==> src/rtl/game_screen_compositor.sv <==
// Screen compositor: ROM address generation, pipeline alignment and layer merge
// of background, animation and a mode-selected overlay window into 12-bit RGB.
module game_screen_compositor #(
    parameter int H_RES       = 640,
    parameter int V_RES       = 480,
    parameter int BG_SHIFT    = 1,
    parameter int ROM_LAT     = 1,
    parameter int OVL0_X0     = 95,
    parameter int OVL0_Y0     = 85,
    parameter int OVL0_W      = 450,
    parameter int OVL0_H      = 280,
    parameter int OVL1_X0     = 130,
    parameter int OVL1_Y0     = 120,
    parameter int OVL1_W      = 380,
    parameter int OVL1_H      = 180,
    parameter int FADE_FRAMES = 8
) (
    input  logic        clk,
    input  logic        rst_n,
    input  logic [2:0]  mode_in,
    input  logic        frame_start,
    input  logic [10:0] xpos,
    input  logic [10:0] ypos,
    input  logic        blink_tick,
    output logic [16:0] bg_addr,
    input  logic [7:0]  bg_data,
    output logic [16:0] ovl_addr,
    input  logic [2:0]  ovl_data,
    input  logic [11:0] show_data,
    output logic [2:0]  mode_active,
    output logic        mode_busy,
    output logic [11:0] vga_data,
    output logic        vga_valid
);

    localparam logic [2:0]  MODE_TITLE = 3'd0;
    localparam logic [2:0]  MODE_OVER  = 3'd3;
    localparam logic [16:0] H_LIM      = 17'(H_RES);
    localparam logic [16:0] V_LIM      = 17'(V_RES);
    localparam logic [16:0] BG_PITCH   = 17'(H_RES >> BG_SHIFT);
    localparam logic [16:0] O0_X0 = 17'(OVL0_X0), O0_Y0 = 17'(OVL0_Y0);
    localparam logic [16:0] O0_W  = 17'(OVL0_W),  O0_H  = 17'(OVL0_H);
    localparam logic [16:0] O1_X0 = 17'(OVL1_X0), O1_Y0 = 17'(OVL1_Y0);
    localparam logic [16:0] O1_W  = 17'(OVL1_W),  O1_H  = 17'(OVL1_H);
    localparam logic [15:0] FADE_TGT   = 16'(FADE_FRAMES);
    localparam bit          FADE_OFF   = (FADE_FRAMES == 0);

    logic [16:0]  bgAddr_q, bgAddr_d, ovlAddr_q, ovlAddr_d;
    logic [ROM_LAT:0] visSr_q, winSr_q;
    logic [2:0]   modeActive_q, modeActive_d;
    logic         modeBusy_q, modeBusy_d;
    logic [2:0]   level_q, level_d;
    logic [15:0]  frameCnt_q, frameCnt_d;
    logic         blinkVis_q, blinkVis_d, blinkPend_q, blinkPend_d;
    logic [11:0]  vga_q, vga_d;
    logic         valid_q;

    logic [16:0]  xExt, yExt, winX0, winY0, winW, winH;
    logic         visA, winA, overlayMode;
    logic [11:0]  bgExp, ovlPix;
    logic [3:0]   mask;
    logic [2:0]   effLevel;

    assign xExt = {6'd0, xpos};
    assign yExt = {6'd0, ypos};
    assign visA = (xExt >= 17'd1) && (xExt <= H_LIM) && (yExt >= 17'd1) && (yExt <= V_LIM);

    // Stage A: pick the active window, then form both ROM addresses.
    always_comb begin
        overlayMode = (modeActive_q == MODE_TITLE) || (modeActive_q == MODE_OVER);
        winX0 = (modeActive_q == MODE_OVER) ? O1_X0 : O0_X0;
        winY0 = (modeActive_q == MODE_OVER) ? O1_Y0 : O0_Y0;
        winW  = (modeActive_q == MODE_OVER) ? O1_W  : O0_W;
        winH  = (modeActive_q == MODE_OVER) ? O1_H  : O0_H;
        winA  = overlayMode && visA &&
                (xExt > winX0) && (xExt <= winX0 + winW) &&
                (yExt > winY0) && (yExt <= winY0 + winH);
        bgAddr_d  = bgAddr_q;
        ovlAddr_d = ovlAddr_q;
        if (visA)
            bgAddr_d = ((xExt - 17'd1) >> BG_SHIFT) + BG_PITCH * ((yExt - 17'd1) >> BG_SHIFT);
        if (winA)
            ovlAddr_d = (xExt - winX0 - 17'd1) + winW * (yExt - winY0 - 17'd1);
    end

    // A mode change resets fade and blink; otherwise the frame advances both.
    always_comb begin
        modeActive_d = modeActive_q;
        level_d      = level_q;
        frameCnt_d   = frameCnt_q;
        blinkVis_d   = blinkVis_q;
        blinkPend_d  = blinkPend_q;
        if (frame_start) begin
            modeActive_d = mode_in;
            if (mode_in != modeActive_q) begin
                level_d     = 3'd0;
                frameCnt_d  = 16'd0;
                blinkVis_d  = 1'b1;
                blinkPend_d = 1'b0;
            end else begin
                if (FADE_OFF) begin
                    level_d = 3'd4;
                end else if (frameCnt_q + 16'd1 == FADE_TGT) begin
                    frameCnt_d = 16'd0;
                    level_d    = (level_q >= 3'd4) ? 3'd4 : level_q + 3'd1;
                end else begin
                    frameCnt_d = frameCnt_q + 16'd1;
                end
                if (modeActive_q == MODE_OVER) begin
                    if (blinkPend_q || blink_tick) begin
                        blinkVis_d  = ~blinkVis_q;
                        blinkPend_d = 1'b0;
                    end
                end else begin
                    blinkVis_d  = 1'b1;
                    blinkPend_d = 1'b0;
                end
            end
        end else if (modeActive_q == MODE_OVER) begin
            if (blink_tick)
                blinkPend_d = 1'b1;
        end else begin
            blinkVis_d  = 1'b1;
            blinkPend_d = 1'b0;
        end
        modeBusy_d = (mode_in != modeActive_d);
    end

    assign effLevel = FADE_OFF ? 3'd4 : level_q;
    assign bgExp = {bg_data[7], bg_data[6], {2{bg_data[5]}}, bg_data[4], bg_data[3],
                    {2{bg_data[2]}}, {2{bg_data[1]}}, {2{bg_data[0]}}};

    always_comb begin
        case (effLevel)
            3'd0:    mask = 4'b0000;
            3'd1:    mask = 4'b0001;
            3'd2:    mask = 4'b0011;
            3'd3:    mask = 4'b0111;
            default: mask = 4'b1111;
        endcase
        ovlPix = 12'd0;
        if (winSr_q[ROM_LAT] && blinkVis_q)
            ovlPix = {{4{ovl_data[2]}} & mask, {4{ovl_data[1]}} & mask, {4{ovl_data[0]}} & mask};
        case (modeActive_q)
            3'd0:    vga_d = bgExp | show_data | ovlPix;
            3'd1,
            3'd2:    vga_d = bgExp;
            3'd3:    vga_d = bgExp | ovlPix;
            default: vga_d = 12'd0;
        endcase
        if (!visSr_q[ROM_LAT])
            vga_d = 12'd0;
    end

    always_ff @(posedge clk) begin
        if (!rst_n) begin
            bgAddr_q     <= '0;
            ovlAddr_q    <= '0;
            visSr_q      <= '0;
            winSr_q      <= '0;
            modeActive_q <= '0;
            modeBusy_q   <= 1'b0;
            level_q      <= '0;
            frameCnt_q   <= '0;
            blinkVis_q   <= 1'b1;
            blinkPend_q  <= 1'b0;
            vga_q        <= '0;
            valid_q      <= 1'b0;
        end else begin
            bgAddr_q     <= bgAddr_d;
            ovlAddr_q    <= ovlAddr_d;
            visSr_q      <= {visSr_q[ROM_LAT-1:0], visA};
            winSr_q      <= {winSr_q[ROM_LAT-1:0], winA};
            modeActive_q <= modeActive_d;
            modeBusy_q   <= modeBusy_d;
            level_q      <= level_d;
            frameCnt_q   <= frameCnt_d;
            blinkVis_q   <= blinkVis_d;
            blinkPend_q  <= blinkPend_d;
            vga_q        <= vga_d;
            valid_q      <= visSr_q[ROM_LAT];
        end
    end

    assign bg_addr     = bgAddr_q;
    assign ovl_addr    = ovlAddr_q;
    assign mode_active = modeActive_q;
    assign mode_busy   = modeBusy_q;
    assign vga_data    = vga_q;
    assign vga_valid   = valid_q;

endmodule

==> config.mk <==
export PLATFORM = sky130hd
export DESIGN_NAME = game_screen_compositor
export DESIGN_NICKNAME = d
export VERILOG_FILES = /design/src/rtl/game_screen_compositor.sv
export SDC_FILE = /design/constraint.sdc
export NUM_CORES = 1
export LEC_CHECK = 0
export ABC_AREA = 1
export CAP_MARGIN = 20
export CORE_ASPECT_RATIO = 2
export CORE_MARGIN = 8
export CORE_UTILIZATION = 60
export DETAILED_ROUTE_END_ITERATION = 16
export DONT_BUFFER_PORTS = 1
export PLACE_DENSITY = 0.79
export SYNTH_ARGS = -nofsm -noshare
export SYNTH_HDL_FRONTEND = slang
export SYNTH_SLANG_ARGS = --single-unit
==> constraint.sdc <==
create_clock -name clk -period 7.3 [get_ports clk]
set_clock_uncertainty 0.2 [all_clocks]
set_input_delay 0.73 -clock clk [delete_from_list [all_inputs] [get_ports clk]]
set_output_delay 0.73 -clock clk [all_outputs]
set_load 0.1 [all_outputs]
Word-level counts from Yosys, hierarchy flattened
Cells that the tools add are included.

word-level totals
  input bits = 52
  word-level logic and storage cells = 98
  memories kept = 0
  ROM bits = 0
  output and inout bits = 51
  bits in writable memories = 0
  bits in registers = 76
  latch bits = 0

operators by class
  multipliers = 2
  $add $sub $neg = 12
  $lt $le $gt $ge = 9
  bitwise operators = 7
  reductions and logical operators = 19
  div/mod/pow operators = 0
  shift operators = 0
  mux-type cells = 24
  eq/ne operators = 13

operators with widths
  cell                                                                 number
  OR 12 bit                                                            3
  case mux 12 bit (3 select lines)                                     1
  two-way mux 16 bit                                                   2
  subtractor 12 x 2 -> 13 bit (second input constant)                  2
  subtractor 11 x 1 -> 12 bit (second input constant)                  2
  greater-or-equal comparator 11 x 1 -> 1 bit (second input constant)  2
  <= comparator 11 x 10 -> 1 bit                                       2
  adder 16 x 17 -> 17 bit                                              1
  adder 17 bit                                                         1
  multiplier 10 x 13 -> 17 bit                                         1
  adder 16 x 1 -> 16 bit (second input constant)                       1
  == test 16 x 4 -> 1 bit (second input constant)                      1
  multiplier 3 x 16 -> 11 bit (first input constant)                   1
  two-way mux 8 bit                                                    2
  case mux 4 bit (4 select lines)                                      1
  AND 4 bit                                                            3
  == test 3 x 2 -> 1 bit (second input constant)                       4
  two-way mux 12 bit                                                   1
  two-way mux 3 bit                                                    4
  subtractor 11 x 7 -> 12 bit                                          1
  subtractor 11 x 8 -> 12 bit                                          1
  > comparator 11 x 7 -> 1 bit                                         1
  > comparator 11 x 8 -> 1 bit                                         1
  <= comparator 11 x 10 -> 1 bit (second input constant)               1
  21 further kinds                                                     46

Longest topological paths before layout
Gate-level depths: netlist of run 1.

  word-level depth = 9
  mapped depth = 41
  gate-level depth less buffers = 40

Least setup slack after synthesis of run 1
Ideal clock, no wire load.

  kind = reg2reg
  start = reg modeActive_q[0] (netlist: mode_active[0])
  end = reg ovlAddr_q[14] (netlist: ovl_addr[14])
  required time = 7.029 ns
  arrival = 8.012 ns
  setup time = 0.071 ns
  stages on the path, launching flop included = 33
  slack = -0.983 ns
  path buffers = 2
  cells stage by stage = dfxtp_1 nand2_1 nor2_1 buf_2 buf_1 ha_1 inv_2 nand2_1 a21oi_2 nand3_1 nor2_2 nand3_2 xor2_1 inv_1 nor2_1 fa_1 fa_1 fa_1 fa_1 inv_1 fa_1 inv_1 ha_1 nand2_1 nor3_1 nand2_1 o211ai_1 a21oi_1 o21ba_2 o21ai_0 a21oi_1 xor2_1 a21oi_1

on the way
  cells in the longest elaborated chain, start to end = 7

RTL lines
  what                                                                                  RTL line  RTL
  from (decl)                                                                           50        logic [2:0] modeActive_q, modeActive_d;
  from (signal assigned)                                                                174       modeActive_q <= modeActive_d;
  parallel branches: the longest is 7 deep, another holds multiplier 10 x 13 -> 17 bit  n/a
  to (signal assigned)                                                                  171       ovlAddr_q <= ovlAddr_d;
  to (decl)                                                                             48        logic [16:0] bgAddr_q, bgAddr_d, ovlAddr_q, ovlAddr_d;

Several ways; the timed one is not identified.
A chain may end at the register's enable or synchronous reset.

Worst setup path in the final report of run 1
Same ends and word-level chain as after synthesis.

==> metrics.yaml, run 1 <==
clock_network:
  clock_latency_ns: 0.34
  clk_pin_slew_ns: 0.06
  cts_tree: "yes"
  cts.htree.levels: 3
  clock_path_buffers: 2
  clockRootBuffer: "clkbuf_16"
  cts.sinks: 76
  cts_hold_buf: 0
  cts_made_buffers: 9
floorplan:
  core-area_mm2: 0.0152
  fp-row-count: 64
  initial_utilization_pct: 61.3
  dieHeight_um: 192
  die_w_um: 104
  die-area_mm2: 0.0200
  io_pins: 103
global_routing:
  antenna_found_initial: 0
  grtUsageTotal_pct: 24.5
  grt_max_degree: 52
  grt_overflow: 0
  grt_pass1_wl_um: 39800
  grt_pass1_vias: 8558
pwr:
  p_leak_nw: 5.04
  worst_ir_drop_vdd_uv: 200
  power.density_mw_per_mm2: 244
sta:
  hold_viol_final: 0
  maxSlewHeadroom_pct: 26.1
  fmax_mhz: 145
  finalSetupTns_ns: 0
  period_share_pct: 94.5
  timing.final.crit_period_ns: 6.90
  holdWs_ns: 0.220
  setup_viol: 0
  worst-slew-pin-transition_ns: 1.11
  slew_violations: 0
job:
  maxCapViolCount: 0
synth:
  ys_warn_count: 0
  avgSynthCellArea_um2: 7.21
  synth.distinct_cells: 54
  ys_ff_latch: 76
  synth_nets: 1526
  syn_area_mm2: 0.00932
  ys_seq_area_share_pct: 16.3
  syn_inst: 1292
worst_setup_path:
  startpoint_type: "flip-flop"
  cp_slowest_stage_delay_ns: 0.54
  path_common_cell: "nand2_1"
  ff2ff_setup_slack_ns: 0.40
  path_class: "flip-flop to flip-flop"
  path_max_fanout: 5
  worst_ep_arrival_time_ns: 6.91
  cp-end-kind: "flip-flop"
  required_ns: 7.31
  cp_slowest_cell: "fa_1"
routing:
  vias: 8313
  vias_per_cell: 5.57
  antenna_left: 0
  drt-initial-drc-count: 304
  wirelength_um: 24300
  drc: 0
  first_pass_iters: 5
  wl_per_cell_um: 16.3
finish:
  finalNonFillerCells: 1492
  nNetsFinal: 1523
  fin_area_mm2: 0.00990
  diodes: 0
  fin_util_pct: 65.1
  syn2layout_area_growth_pct: 6.27
  drive_gt1_share_pct: 8.35
place:
  dpl_cell_area_mm2: 0.00952
  portBuffers: 0
  gp_congestion: 0.914
  dp_cells: 1473
  dp_hpwl_um: 20300
worst_hold_path:
  hold_path_class: "flip-flop to flip-flop"
status:
  outcome: "finished clean"
==> worst paths after layout <==
path                                     end  cells after the start            from
worst max register to register  ovl_addr[14]                     34  mode_active[0]
worst max-delay path            ovl_addr[14]                     34  mode_active[0]
worst min-delay path              winSr_q[1]                      2      winSr_q[0]
worst min register to register    winSr_q[1]                      2      winSr_q[0]
==> cell usage in the layout, fill, tap and decap left out, types with 14 or more instances in the layout <==
| cell type | count |
|---|---|
| o21ai_0 | 80 |
| ha_1 | 110 |
| nand3_1 | 64 |
| inv_2 | 14 |
| nand4_1 | 22 |
| a21oi_1 | 77 |
| xnor2_1 | 26 |
| fa_1 | 68 |
| nor2_1 | 103 |
| inv_1 | 260 |
| nand2_1 | 192 |
| dfxtp_1 | 73 |
| nand2_2 | 18 |
| xor2_1 | 41 |
| nor3_1 | 16 |
==> timing repair <==
action	CTS	global route
endpoints found under the hold margin	0	0
resized for setup	0	20
endpoints found under the setup margin	0	5
setup buffers	0	3
==> worst max-delay path, delay by kind of cell, from the launching register on <==
family,cells,cell delay [ns]
compound gates,6,0.78
xor+xnor,1,0.14
fa+ha+maj,8,3.24
buf+inv,6,0.38
flops,1,0.34
simple gates,13,1.67
==> per-stage QoR <==
stage	setup slack [ns]	total power, mW
finish	0.401	2.41
detailed placement	0.0497	1.97
floorplan	0.000425	1.68
global placement	0.202	1.93
CTS	0.147	2.40
global route	-0.0372	2.67
==> flip-flops by register name (all words and copies together) (netlist names) <==
signal       cells
vga_valid        1
blinkPend_q      1
mode_busy        1
winSr_q          2
frameCnt_q      16
visSr_q          2
bg_addr         17
effLevel         3
ovl_addr        17
vga_data        12
mode_active      3
blinkVis_q       1
==> cell usage after synthesis (all sizes together) <==
cell / instances / area [um2]
o41ai: 2 / 17.5
or2: 4 / 25.0
o211ai: 2 / 15.0
o2111ai: 1 / 8.76
clkbuf: 12 / 45.0
ha: 114 / 1430
o21ba: 1 / 10.0
buf: 14 / 90.1
nand2: 210 / 833
a31oi: 2 / 12.5
o221ai: 2 / 17.5
a2111o: 1 / 11.3
o2bb2ai: 2 / 17.5
dfxtp: 76 / 1520
o31ai: 1 / 7.51
nor3b: 1 / 7.51
a221oi: 1 / 8.76
nor3: 18 / 100
o21bai: 4 / 33.8
a211oi: 5 / 37.5
and2: 4 / 25.0
fa: 68 / 1360
nand4: 22 / 138
a32o: 4 / 40.0
a21oi: 80 / 412
a22oi: 1 / 7.51
xnor2: 27 / 244
a31o: 1 / 8.76
o22ai: 5 / 31.3
a22o: 2 / 17.5
o21ai: 86 / 434
a41oi: 1 / 8.76
nand3: 72 / 400
nor2: 120 / 475
xor2: 42 / 368
a21o: 1 / 7.51
nor4: 7 / 50.1
inv: 274 / 1030
nand3b: 2 / 15.0
==> area by class of cell <==
| cell class | instances | area (um2) |
|---|---|---|
| clock buffer | 10 | 239 |
| clock inverter | 6 | 37.5 |
| fill | 1346 | 5310 |
| inverter | 274 | 1030 |
| multi-input combinational | 916 | 6720 |
| sequential | 76 | 1530 |
| tap | 198 | 248 |
| timing repair buffer | 12 | 103 |
==> where the power goes <==
part,leakage [nW],switching (mW),internal (mW)
clock network,0.139,0.178,0.239
registers,0.617,0.0437,0.422
logic,4.28,0.926,0.606
==> cell families (layout without fill, tap and decap cells) <==
| group | Yosys count | after routing | synth area share [%] |
|---|---|---|---|
| AOI/OAI and AO/OA | 205 | 205 | 12.5 |
| xor gates and xnor gates | 69 | 69 | 6.57 |
| adders and majority gates | 182 | 182 | 29.9 |
| buffers and inverters | 300 | 302 | 12.5 |
| DFF | 76 | 76 | 16.3 |
| and+or+nand+nor | 460 | 460 | 22.2 |
==> metal layers <==
layer	up-vias	GRT usage (%)	routed length (um)
met3	89	3.97	1120
li1	4114	-	-
met1	3894	21.1	8080
met5	-	0	0
met2	216	50.0	13800
met4	0	15.6	1310
Note: power is estimated with default switching activity, not from simulation.
==> inputs of run 2 (changes only) <==
CELL_PAD_IN_SITES_DETAIL_PLACEMENT = 1   (was unset)
CELL_PAD_IN_SITES_GLOBAL_PLACEMENT = 2   (was unset)
CORE_UTILIZATION = 34   (was 60)
PLACE_DENSITY = unset   (was 0.79)
PLACE_DENSITY_LB_ADDON = 0.1   (was unset)
==> run 2 against run 1 <==
Against the previous run: non-clock buffer count up 8; combinational power up 9.8%; first-iteration DRC count down 11%; design area up 4.4%; sequential power about the same; final cell count up 11%; clock power up 9.4%; clock-buffer cell count down 1; largest cell class unchanged; highest routed layer unchanged.
==> metrics.yaml, run 2 (same netlist as run 1, synthesis figures left out) <==
worst_setup_path:
  path_common_cell: "inv_1"
  required_ns: 7.36  # +0.05 ns
  path_max_fanout: 4  # -1
  ff2ff_setup_slack_ns: 0.31  # -0.09 ns
  startpoint_type: "flip-flop"
  worst_ep_arrival_time_ns: 7.05  # +0.14 ns
  path_class: "flip-flop to flip-flop"
  cp_slowest_cell: "fa_1"
  cp-end-kind: "flip-flop"
  cp_slowest_stage_delay_ns: 0.56  # +0.02 ns
floorplan:
  die-area_mm2: 0.0333  # +66%
  initial_utilization_pct: 34.2  # -27 points
  core-area_mm2: 0.0272  # +79%
  io_pins: 103  # unchanged
  fp-row-count: 86  # +34%
  die_w_um: 133  # +28%
  dieHeight_um: 250  # +30%
finish:
  layout_common_cells: "inv_1, nand2_1, ha_1"
  diodes: 0  # unchanged
  fillers: 3447  # +160%
  syn2layout_area_growth_pct: 10.9
  nNetsFinal: 1531  # +0.53%
  drive_gt1_share_pct: 10.4  # +2.1 points
  multi_input_area_mm2: 0.00689  # +2.6%
  seq_area_mm2: 0.00153  # unchanged
  layout_commonest_cell: "inv_1"
pwr:
  p_seq_share_pct: 17.9  # -1.4 points
  p_leak_nw: 5.11  # +1.4%
  clockPowerShare_pct: 17.6  # +0.3 points
  power_mw: 2.60  # +7.5%
  power_frac_comb_pct: 64.5  # +1.0 points
  worst_ir_drop_vdd_uv: 157  # -22%
  power.density_mw_per_mm2: 251  # +3.0%
  power.internal_mw: 1.34  # +6.0%
  switching_power_mw: 1.25  # +9.2%
  switching_share_pct: 48.3  # +0.75 points
global_routing:
  grt_overflow: 0  # unchanged
  grt_pass1_vias: 8954  # +4.6%
  grtUsageTotal_pct: 16.8  # -7.6 points
  grt_pass1_wl_um: 45200  # +14%
  grt_max_degree: 52  # unchanged
  antenna_found_initial: 0  # unchanged
routing:
  vias_per_cell: 4.95  # -11%
  antenna_left: 0  # unchanged
  drc: 0  # unchanged
  first_pass_iters: 6  # +1
  wl_per_cell_um: 16.6  # +2.1%
  drt-initial-drc-count: 272  # -11%
  vias: 8195  # -1.4%
  wirelength_um: 27500  # +13%
clock_network:
  cts_tree: "yes"
  clock_path_buffers: 2  # unchanged
  cts_made_buffers: 9  # unchanged
  cts.htree.levels: 3  # unchanged
  cts_hold_buf: 0  # unchanged
  clk_pin_slew_ns: 0.07  # about the same
  clockRootBuffer: "clkbuf_16"
  clock_latency_ns: 0.36  # +0.02 ns
  cts.sinks: 76  # unchanged
sta:
  timing.final.crit_period_ns: 6.99  # +0.0891 ns
  setup_viol: 0  # unchanged
  setup_slack_ns: 0.312  # -0.0891 ns
  slew_violations: 0  # unchanged
  maxSlewHeadroom_pct: 30.1  # +3.9 points
  period_share_pct: 95.7  # +1.2 points
  fmax_mhz: 143  # -1.3%
  hold_viol_final: 0  # unchanged
  worst-slew-pin-transition_ns: 1.05  # -0.0590 ns
place:
  dp_hpwl_um: 23200  # +14%
  post-place-ws_ns: -0.00522  # -0.0549 ns
  portBuffers: 0  # unchanged
  gp_congestion: 0.839  # -8.1%
status:
  outcome: "finished clean"
worst_hold_path:
  hold_path_class: "flip-flop to flip-flop"
job:
  maxCapViolCount: 0  # unchanged
run 2: power by group through the flow:
| stage | Clock (mW) | Sequential, mW | Combinational [mW] |
|---|---|---|---|
| after floorplan | 0 | 0.480 | 1.20 |
| after global placement | 0 | 0.474 | 1.54 |
| after detailed placement | 0 | 0.474 | 1.55 |
| after CTS | 0.479 | 0.465 | 1.58 |
| after global routing | 0.488 | 0.465 | 1.95 |
| final | 0.456 | 0.465 | 1.68 |
run 2: what timing repair did:
| action | in CTS | in global routing |
|---|---|---|
| resized for setup | 3 | 51 |
| setup endpoints to repair | 3 | 5 |
| endpoints found under the hold margin | 0 | 0 |
| pin swaps | 0 | 19 |
| setup buffers | 0 | 6 |
run 2: stage by stage:
stage                     util [%]  hold slack, ns  instances  instance area (um2)   TNS, ns
after floorplan                  -           0.190       1292                 9350         0
after global placement        35.8           0.200       1632                 9750         0
after detailed placement      35.8           0.211       1632                 9750  -0.00522
after CTS                     37.0           0.227       1648                10100         0
after global routing          38.0           0.248       1654                10300   -0.0541
final                         38.0           0.221       1654                10300         0
run 2: path summary, 6_finish.rpt:
kind	start	to	cells after the start
setup / recovery	mode_active[0]	ovl_addr[16]	34
hold / removal	winSr_q[0]	winSr_q[1]	2
setup reg to reg	mode_active[0]	ovl_addr[16]	34
hold reg to reg	winSr_q[0]	winSr_q[1]	2
run 2: layout make-up:
| class | instances | area share, % |
|---|---|---|
| Inverter | 274 | 10.0 |
| Multi-Input combinational cell | 916 | 66.7 |
| Timing Repair Buffer | 20 | 1.45 |
| Tap cell | 352 | 4.26 |
| Clock inverter | 7 | 0.629 |
| Sequential cell | 76 | 14.8 |
| Clock buffer | 9 | 2.18 |
run 2: critical path: cells and delay by family, from the launching register on:
family,cells,cell delay [ns]
simple gates,11,1.43
fa+ha+maj,9,3.48
buf+inv,10,0.74
compound gates,4,0.66
flops,1,0.35
run 2: layer usage:
layer	up-vias	share of wire, %	track usage, %
met4	0	2.3	6.01
li1	4127	-	-
met1	3986	41	18.1
met2	58	54	32.2
met3	24	2.4	2.39
met5	-	0	0
